<file path="src/rtl/vga_box_renderer.sv">
`default_nettype none
// ============================================================================
//  Module   : vga_box_renderer
//  Purpose  : Two-stage pixel generator behind the 1024x768 timing driver.
//             Draws a screen border and a square that bounces off the edges,
//             moving once per frame on the falling edge of vertical sync.
//  Revision : 1.0 - initial release
// ============================================================================
module vga_box_renderer #(
  parameter int          H_RES      = 1024,
  parameter int          V_RES      = 768,
  parameter int          BOX_SIZE   = 64,
  parameter int          STEP       = 4,
  parameter logic [11:0] BG_RGB     = 12'h000,
  parameter logic [11:0] BORDER_RGB = 12'hFFF
) (
  input  logic        clk_vga,
  input  logic        rst,
  input  logic        hs_in,
  input  logic        vs_in,
  input  logic [11:0] hc_visible,
  input  logic [11:0] vc_visible,
  input  logic        pause,
  input  logic [11:0] box_rgb,
  output logic        hs,
  output logic        vs,
  output logic [3:0]  vga_r,
  output logic [3:0]  vga_g,
  output logic [3:0]  vga_b,
  output logic [10:0] box_x,
  output logic [10:0] box_y
);

  localparam logic [11:0] c_STEP   = 12'(STEP);
  localparam logic [11:0] c_MIN    = 12'd1;
  localparam logic [11:0] c_X_MAX  = 12'(H_RES - BOX_SIZE);
  localparam logic [11:0] c_Y_MAX  = 12'(V_RES - BOX_SIZE);
  localparam logic [11:0] c_X_LAST = 12'(H_RES - 1);
  localparam logic [11:0] c_Y_LAST = 12'(V_RES - 1);
  localparam logic [11:0] c_BOX    = 12'(BOX_SIZE);

  // Stage-1 registers; r_vs1 doubles as the delayed vs_in for edge detection
  logic        r_hs1;
  logic        r_vs1;
  logic [11:0] r_hc1;
  logic [11:0] r_vc1;
  logic [11:0] r_rgb;
  logic        r_dir_x;
  logic        r_dir_y;

  logic        w_tick;
  logic [11:0] w_bx;
  logic [11:0] w_by;
  logic [10:0] w_nx;
  logic [10:0] w_ny;
  logic        w_ndx;
  logic        w_ndy;
  logic        w_active;
  logic        w_border;
  logic        w_in_box;
  logic [11:0] w_rgb;

  // Zero-extended positions so box+size and pos+step never overflow
  assign w_bx   = {1'b0, box_x};
  assign w_by   = {1'b0, box_y};
  assign w_tick = r_vs1 & ~vs_in;

  // Stage 1: capture sync and coordinates from the timing driver
  always_ff @(posedge clk_vga or posedge rst) begin
    if (rst) begin
      r_hs1 <= 1'b1;
      r_vs1 <= 1'b1;
      r_hc1 <= '0;
      r_vc1 <= '0;
    end else begin
      r_hs1 <= hs_in;
      r_vs1 <= vs_in;
      r_hc1 <= hc_visible;
      r_vc1 <= vc_visible;
    end
  end

  // Next box position/direction per axis; clamps to the limit on a bounce
  always_comb begin
    w_nx  = box_x;
    w_ny  = box_y;
    w_ndx = r_dir_x;
    w_ndy = r_dir_y;
    if (r_dir_x) begin
      if (w_bx + c_STEP >= c_X_MAX) begin
        w_nx  = c_X_MAX[10:0];
        w_ndx = 1'b0;
      end else begin
        w_nx  = box_x + c_STEP[10:0];
      end
    end else begin
      if (w_bx <= c_MIN + c_STEP) begin
        w_nx  = c_MIN[10:0];
        w_ndx = 1'b1;
      end else begin
        w_nx  = box_x - c_STEP[10:0];
      end
    end
    if (r_dir_y) begin
      if (w_by + c_STEP >= c_Y_MAX) begin
        w_ny  = c_Y_MAX[10:0];
        w_ndy = 1'b0;
      end else begin
        w_ny  = box_y + c_STEP[10:0];
      end
    end else begin
      if (w_by <= c_MIN + c_STEP) begin
        w_ny  = c_MIN[10:0];
        w_ndy = 1'b1;
      end else begin
        w_ny  = box_y - c_STEP[10:0];
      end
    end
  end

  // Motion state advances only on an unpaused frame tick (inside vsync)
  always_ff @(posedge clk_vga or posedge rst) begin
    if (rst) begin
      box_x   <= 11'd1;
      box_y   <= 11'd1;
      r_dir_x <= 1'b1;
      r_dir_y <= 1'b1;
    end else if (w_tick && !pause) begin
      box_x   <= w_nx;
      box_y   <= w_ny;
      r_dir_x <= w_ndx;
      r_dir_y <= w_ndy;
    end
  end

  // Colour select: blanking, then border, then box, then background
  always_comb begin
    w_active = (r_hc1 != 12'd0) && (r_vc1 != 12'd0);
    w_border = (r_hc1 == 12'd1) || (r_hc1 == c_X_LAST) ||
               (r_vc1 == 12'd1) || (r_vc1 == c_Y_LAST);
    w_in_box = (r_hc1 >= w_bx) && (r_hc1 < w_bx + c_BOX) &&
               (r_vc1 >= w_by) && (r_vc1 < w_by + c_BOX);
    w_rgb    = 12'h000;
    if (w_active) begin
      if (w_border)      w_rgb = BORDER_RGB;
      else if (w_in_box) w_rgb = box_rgb;
      else               w_rgb = BG_RGB;
    end
  end

  // Stage 2: register colour together with the matching sync pulses
  always_ff @(posedge clk_vga or posedge rst) begin
    if (rst) begin
      hs    <= 1'b1;
      vs    <= 1'b1;
      r_rgb <= '0;
    end else begin
      hs    <= r_hs1;
      vs    <= r_vs1;
      r_rgb <= w_rgb;
    end
  end

  assign vga_r = r_rgb[11:8];
  assign vga_g = r_rgb[7:4];
  assign vga_b = r_rgb[3:0];

endmodule
`default_nettype wire
</file>
<file path="config.mk">
export PLATFORM = sky130hd
export DESIGN_NAME = vga_box_renderer
export DESIGN_NICKNAME = d
export VERILOG_FILES = /design/src/rtl/vga_box_renderer.sv
export SDC_FILE = /design/constraint.sdc
export NUM_CORES = 1
export LEC_CHECK = 0
export ABC_AREA = 1
export CAP_MARGIN = 40
export CORE_ASPECT_RATIO = 1.25
export CORE_MARGIN = 1
export CORE_UTILIZATION = 50
export DETAILED_ROUTE_END_ITERATION = 8
export PLACE_DENSITY = 0.77
export SLEW_MARGIN = 20
export SYNTH_ARGS = -nofsm -noshare
export SYNTH_HDL_FRONTEND = slang
export SYNTH_SLANG_ARGS = --single-unit
</file>
<file path="constraint.sdc">
create_clock -name clk_vga -period 2.6 [get_ports clk_vga]
set_input_delay 0.39 -clock clk_vga [delete_from_list [all_inputs] [get_ports clk_vga]]
set_output_delay 0.39 -clock clk_vga [all_outputs]
set_load 0.02 [all_outputs]
</file>
## After elaboration in Yosys (flattened, before gate mapping)

Index checks and enable logic that the tools add are counted.

- Bitwise gates (word level): 2
- Add/subtract/negate cells: 8
- Mux-type cells: 15
- Order comparisons: 8
- Reduce and logical (&&, ||, !) cells: 11
- Equality and inequality tests: 4

Operator list:

| kind | number |
|---|---|
| $mux 11 | 6 |
| $mux 12 | 3 |
| $add 11x3->12 const B | 2 |
| $add 11x7->12 const B | 2 |
| $eq 12x1->1 const B | 2 |
| $eq 12x10->1 const B | 2 |
| $ge 12x10->1 const B | 2 |
| $ge 12x11->1 | 2 |
| $lt 12x12->1 | 2 |
| $reduce_bool 12->1 | 2 |
| $add 11x3->11 const B | 2 |
| $le 11x3->1 const B | 2 |
| $sub 11x3->11 const B | 2 |
| $mux 1 | 6 |
| $logic_and 1x1->1 | 5 |
| $logic_or 1x1->1 | 3 |
| $and 1x1->1 | 1 |
| $logic_not 1->1 | 1 |
| $not 1->1 | 1 |

- Bits of input ports: 41
- Register bits: 64

## Depth between registers and ports, before layout

- Depth in word-level cells: 8
- Mapped depth: 14
- Gate-level depth less buffers: 13

## Worst setup path before layout

OpenSTA, ideal clock, no wires.

- Path kind: register to register
- Start point: register box_x[6]
- End point: register r_rgb[10]
- Required time: 2523 ps
- Path buffers: 1
- Arrival: 2215 ps
- Stages on the path, launching flop included: 15
- Setup slack: 307 ps
- Clock period less this slack: 2293 ps
- Setup time: 77 ps
- Cells stage by stage: dfrtp_1 > ha_1 > nand2_1 > inv_1 > nand2_1 > xor2_1 > ha_1 > nand2_1 > nor2_1 > nor2_1 > nand3_1 > nor2_2 > buf_2 > nand4_1 > a21oi_1

- Word-level cells in the longest chain between the ends: 8
- Elaborated cells on any way between the ends: 9
- Classes of those cells: add/sub: 1; order compare: 2; mux: 3; reduce/logical: 3

RTL lines:

| item | RTL line | text |
|---|---|---|
| start, declared | 30 | `output logic [10:0] box_x,` |
| start signal, assigned | 129 | `box_x <= w_nx;` |
| $add 11x7->12 | 141 | `w_in_box = (r_hc1 >= w_bx) && (r_hc1 < w_bx + c_BOX) &&` |
| $lt 12x12->1 | 141 |  |
| $logic_and 1x1->1 (*) (2 in a row) | 141 |  |
| $logic_and 1x1->1 (*) | 142 | `(r_vc1 >= w_by) && (r_vc1 < w_by + c_BOX);` |
| $mux 12 (*) | 146 | `else if (w_in_box) w_rgb = box_rgb;` |
| $mux 12 (*) | 145 | `if (w_border) w_rgb = BORDER_RGB;` |
| $mux 12 (*) | 144 | `if (w_active) begin` |
| net w_rgb[10] | 61 | `logic [11:0] w_rgb;` |
| end signal, assigned | 160 | `r_rgb <= w_rgb;` |
| end, declared | 47 | `logic [11:0] r_rgb;` |

The timed path passes the listed nets; every way through them passes the cells marked *.
A chain may end at the register's enable or synchronous reset.

## Worst setup path in the final report

- Start point: register box_x[6]
- End point: register r_rgb[8]

Same word-level chain as after synthesis.

==> impl_results.md <==
* # rows at 37
* Syn Inst Count at 545
* Final Wtd Congestion at 0.901
* Crit path top cell by count: nand2_1
* Tcrit/Tclk final at 93.6%
* Pin count of the biggest net entering global routing at 29
* Via density at 5.53
* Util after Layout at 64.5%
* Crit-path slowest cell: dfrtp_2
* Setup violators final at 0
* Clock Latency Late Sink at 0.34 ns
* RSZ-0062 raised after global routing: no
* Tmin final at 2.43 ns
* GR Util All Layers at 24.9%
* Synth Cell Area at 0.00428 mm2
* Die Y at 105 um
* Crit path max fanout at 12
* Simple-gate share of the synthesized area at 30.0%
* Full die area at 0.00894 mm2
* Synth Area in Compound Gates at 8.94%
* Top delay family on crit path: simple AND/OR/NAND/NOR gates
* Dpl hpwl at 7780 um
* Number of synthesized register bits at 62
* Hold Crit Class: register to register
* Post-synthesis mux area share at 0%
* Adder-Cell Fraction of Synth Area at 12.3%
* Starting Density at 51.7%
* Worst-path clk slew at 0.08 ns
* Placeable Area at 0.00829 mm2
* CP endpoint kind: register
* Sequential area share after synthesis at 36.5%
* Xor-xnor portion of the synthesized cell area at 3.89%
* Slew HR at 52.0%
* Endpoints failing hold at 0
* Layout Nets at 705
* Final Cell Area at 0.00535 mm2
* Synth warn at 0
* Total Routed Length at 10300 um
* Routed wire per std cell at 14.3 um
* Placement Cell Area at 0.00509 mm2
* Remaining DRCs at 1
* Depth of the CTS H-tree at 3
* CP Cell Sequence: ha_1, nand2_1, inv_1, nand2_1, xor2_1, ha_1, nand2_1, nor2_1, nand2_1, nand3_1, nor2_2, buf_4, nand4_1, a21oi_1
* # Max-Cap Violations at 0
* Via count at 4003
* First-pass iteration count of the detailed router at 7
* Critical Path Max Stage Delay at 0.49 ns
* Biggest area consumer among synthesized cells: dfrtp_1
* Num CTS Buffers at 9
* Crit path arrival time at 2.69 ns
* Synth unique cells at 40
* Final Slew Violations at 0
* Die width at 84.8 um
* Number of port buffers at 74
* CTS tree: yes
* Commonest non-fill, non-tap cell in the layout: nand2_1
* P&R area growth vs syn at 24.9%
* Clk_skew at 0.0127 ns
* Inserted Diodes at 0
* # IOs at 77
* Clock Tree Root: clkbuf_8
* Crit path buffers/inverters at 2
* Worst-Margin Slew at 0.717 ns
* 1st-iter DRT viols at 206
* Req. time, crit path at 2.85 ns
* Largest family of logic cells by synthesized area: simple AND/OR/NAND/NOR gates
* Fraction of layout cells with a size suffix above 1 at 10.7%
* Commonest non-fill, non-tap cells in the layout: 138 x nand2_1, 74 x clkdlybuf4s50_1, 58 x inv_1
* Post-route ant nets at 0
* Antenna violations before repair at 0
* CP Class: register to register
* Worst VDD drop at 505 uV
* Clk sinks at 62
* Total gr overflow at 0
* Number of global-route vias before repair at 3929
* Pwr dens at 850 mW/mm2
* Violated checks: DRC
* CP startpoint kind: register
* Area share of the largest cell type after synthesis at 31.6%
* Leakage at 2.59 nW
* Run status: complete, but fails checks
* Clock buffer depth at 2
* Average cell area after synthesis at 7.86 um2
* First-pass GRT wire length at 17700 um
* Top achievable clock speed at 411 MHz
* Largest cells by area after synthesis: dfrtp_1 32%, ha_1 12%, nand2_1 12%
[per-layer routing]
metal  GRT usage [%]  vias to the layer above  share of wire, %
met2            42.2                      170                49
met5               0                        -                 0
li1                -                     1940                 -
met4            12.3                        0               2.6
met3            4.78                       29               6.2
met1            30.2                     1864                42
[kinds of logic after synthesis]
| family | count (synthesis) |
|---|---|
| AND/OR/NAND/NOR | 274 |
| buffers and inverters | 82 |
| AO/OA/AOI/OAI | 65 |
| flip-flops | 62 |
| adder cells (fa/ha/maj) | 42 |
| XOR/XNOR | 19 |
| other | 1 |
[final timing paths]
check / from / to / slack (ns) / depth (start not counted)
worst min-delay path: r_hs1$_DFF_PP1_ / hs$_DFF_PP1_ / 0.37 / 0
max in group asynchronous: rst / r_vc1[2]$_DFF_PP0_ / 1.37 / 3
min in group asynchronous: rst / box_x[7]$_DFFE_PP0P_ / 0.45 / 2
worst min register to register: r_hs1$_DFF_PP1_ / hs$_DFF_PP1_ / 0.37 / 0
worst max-delay path: box_x[6]$_DFFE_PP0P_ / r_rgb[8]$_DFF_PP0_ / 0.17 / 14
worst max register to register: box_x[6]$_DFFE_PP0P_ / r_rgb[8]$_DFF_PP0_ / 0.17 / 14
[repair_timing]
item | 4_1_cts | 5_1_grt
buffers inserted | 0 | 1
gates resized for setup | 1 | 2
endpoints found under the setup margin | 8 | 12
hold buffers | 0 | 0
cloned | 0 | 0
pin swaps | 0 | 1
[Yosys cell counts]
master,n
nand3b_1,1
conb_1,1
nor2_1,37
a21oi_2,1
nand2_2,4
o21a_1,2
buf_2,7
xor2_1,17
nor3_4,1
inv_1,59
ha_1,42
clkinv_1,1
buf_6,4
a21o_1,1
nor2_2,7
o21ai_1,4
a21oi_4,1
xnor2_1,2
and2_1,1
o21ai_0,13
dfstp_2,8
inv_2,5
o21ai_2,2
dfrtp_1,54
nand2_1,138
buf_4,3
a21oi_1,30
nor3_1,11
nand3_2,4
o31ai_1,1
clkbuf_2,1
nand3_1,26
clkbuf_1,2
nand2_4,1
or2_2,4
or2_1,2
a21boi_1,10
nand4_1,33
nor4_1,2
nand3_4,2
[worst register-to-register path: stages (launching register included)]
cell and delay, ns:
dfrtp_2 0.49, ha_1 0.23, nand2_1 0.08, inv_1 0.06, nand2_1 0.10, xor2_1 0.17
ha_1 0.25, nand2_1 0.09, nor2_1 0.09, nand2_1 0.08, nand3_1 0.09, nor2_2 0.13
buf_4 0.20, nand4_1 0.12, a21oi_1 0.15
[registers in the layout, indices dropped and copies added (netlist names)]
name     cells
box_y       10
box_x       10
r_vc1       12
hs           1
r_hc1       12
r_vs1        1
vs           1
r_dir_x      1
r_dir_y      1
r_rgb       12
r_hs1        1
[metrics by stage]
stage	hold slack, ns	std cells	power [mW]	TNS [ns]	setup slack [ns]
after floorplan	0.345	546	2.84	0	0.307
after global placement	0.347	707	3.39	0	0.223
after detailed placement	0.352	707	3.47	-0.0439	-0.0429
after CTS	0.365	723	4.54	0	0.0756
after global routing	0.369	724	4.90	0	0.0151
final	0.368	724	4.55	0	0.166
[where the power goes]
part / internal [mW] / switching (mW) / total [mW]
Sequential: 1.12 / 0.273 / 1.39
Combinational: 0.876 / 1.22 / 2.10
Clock: 0.640 / 0.418 / 1.06
Total: 2.63 / 1.91 / 4.55
[area by class of cell]
cell class                      instances  area, um2
Fill cell                             681       2940
Multi-Input combinational cell        402       2370
Sequential cell                        62       1560
Timing Repair Buffer                   82        801
Inverter                               65        244
Clock buffer                            9        124
Clock inverter                          7        123
Tap cell                               97        121
Note: power is estimated with default switching activity, not from simulation.
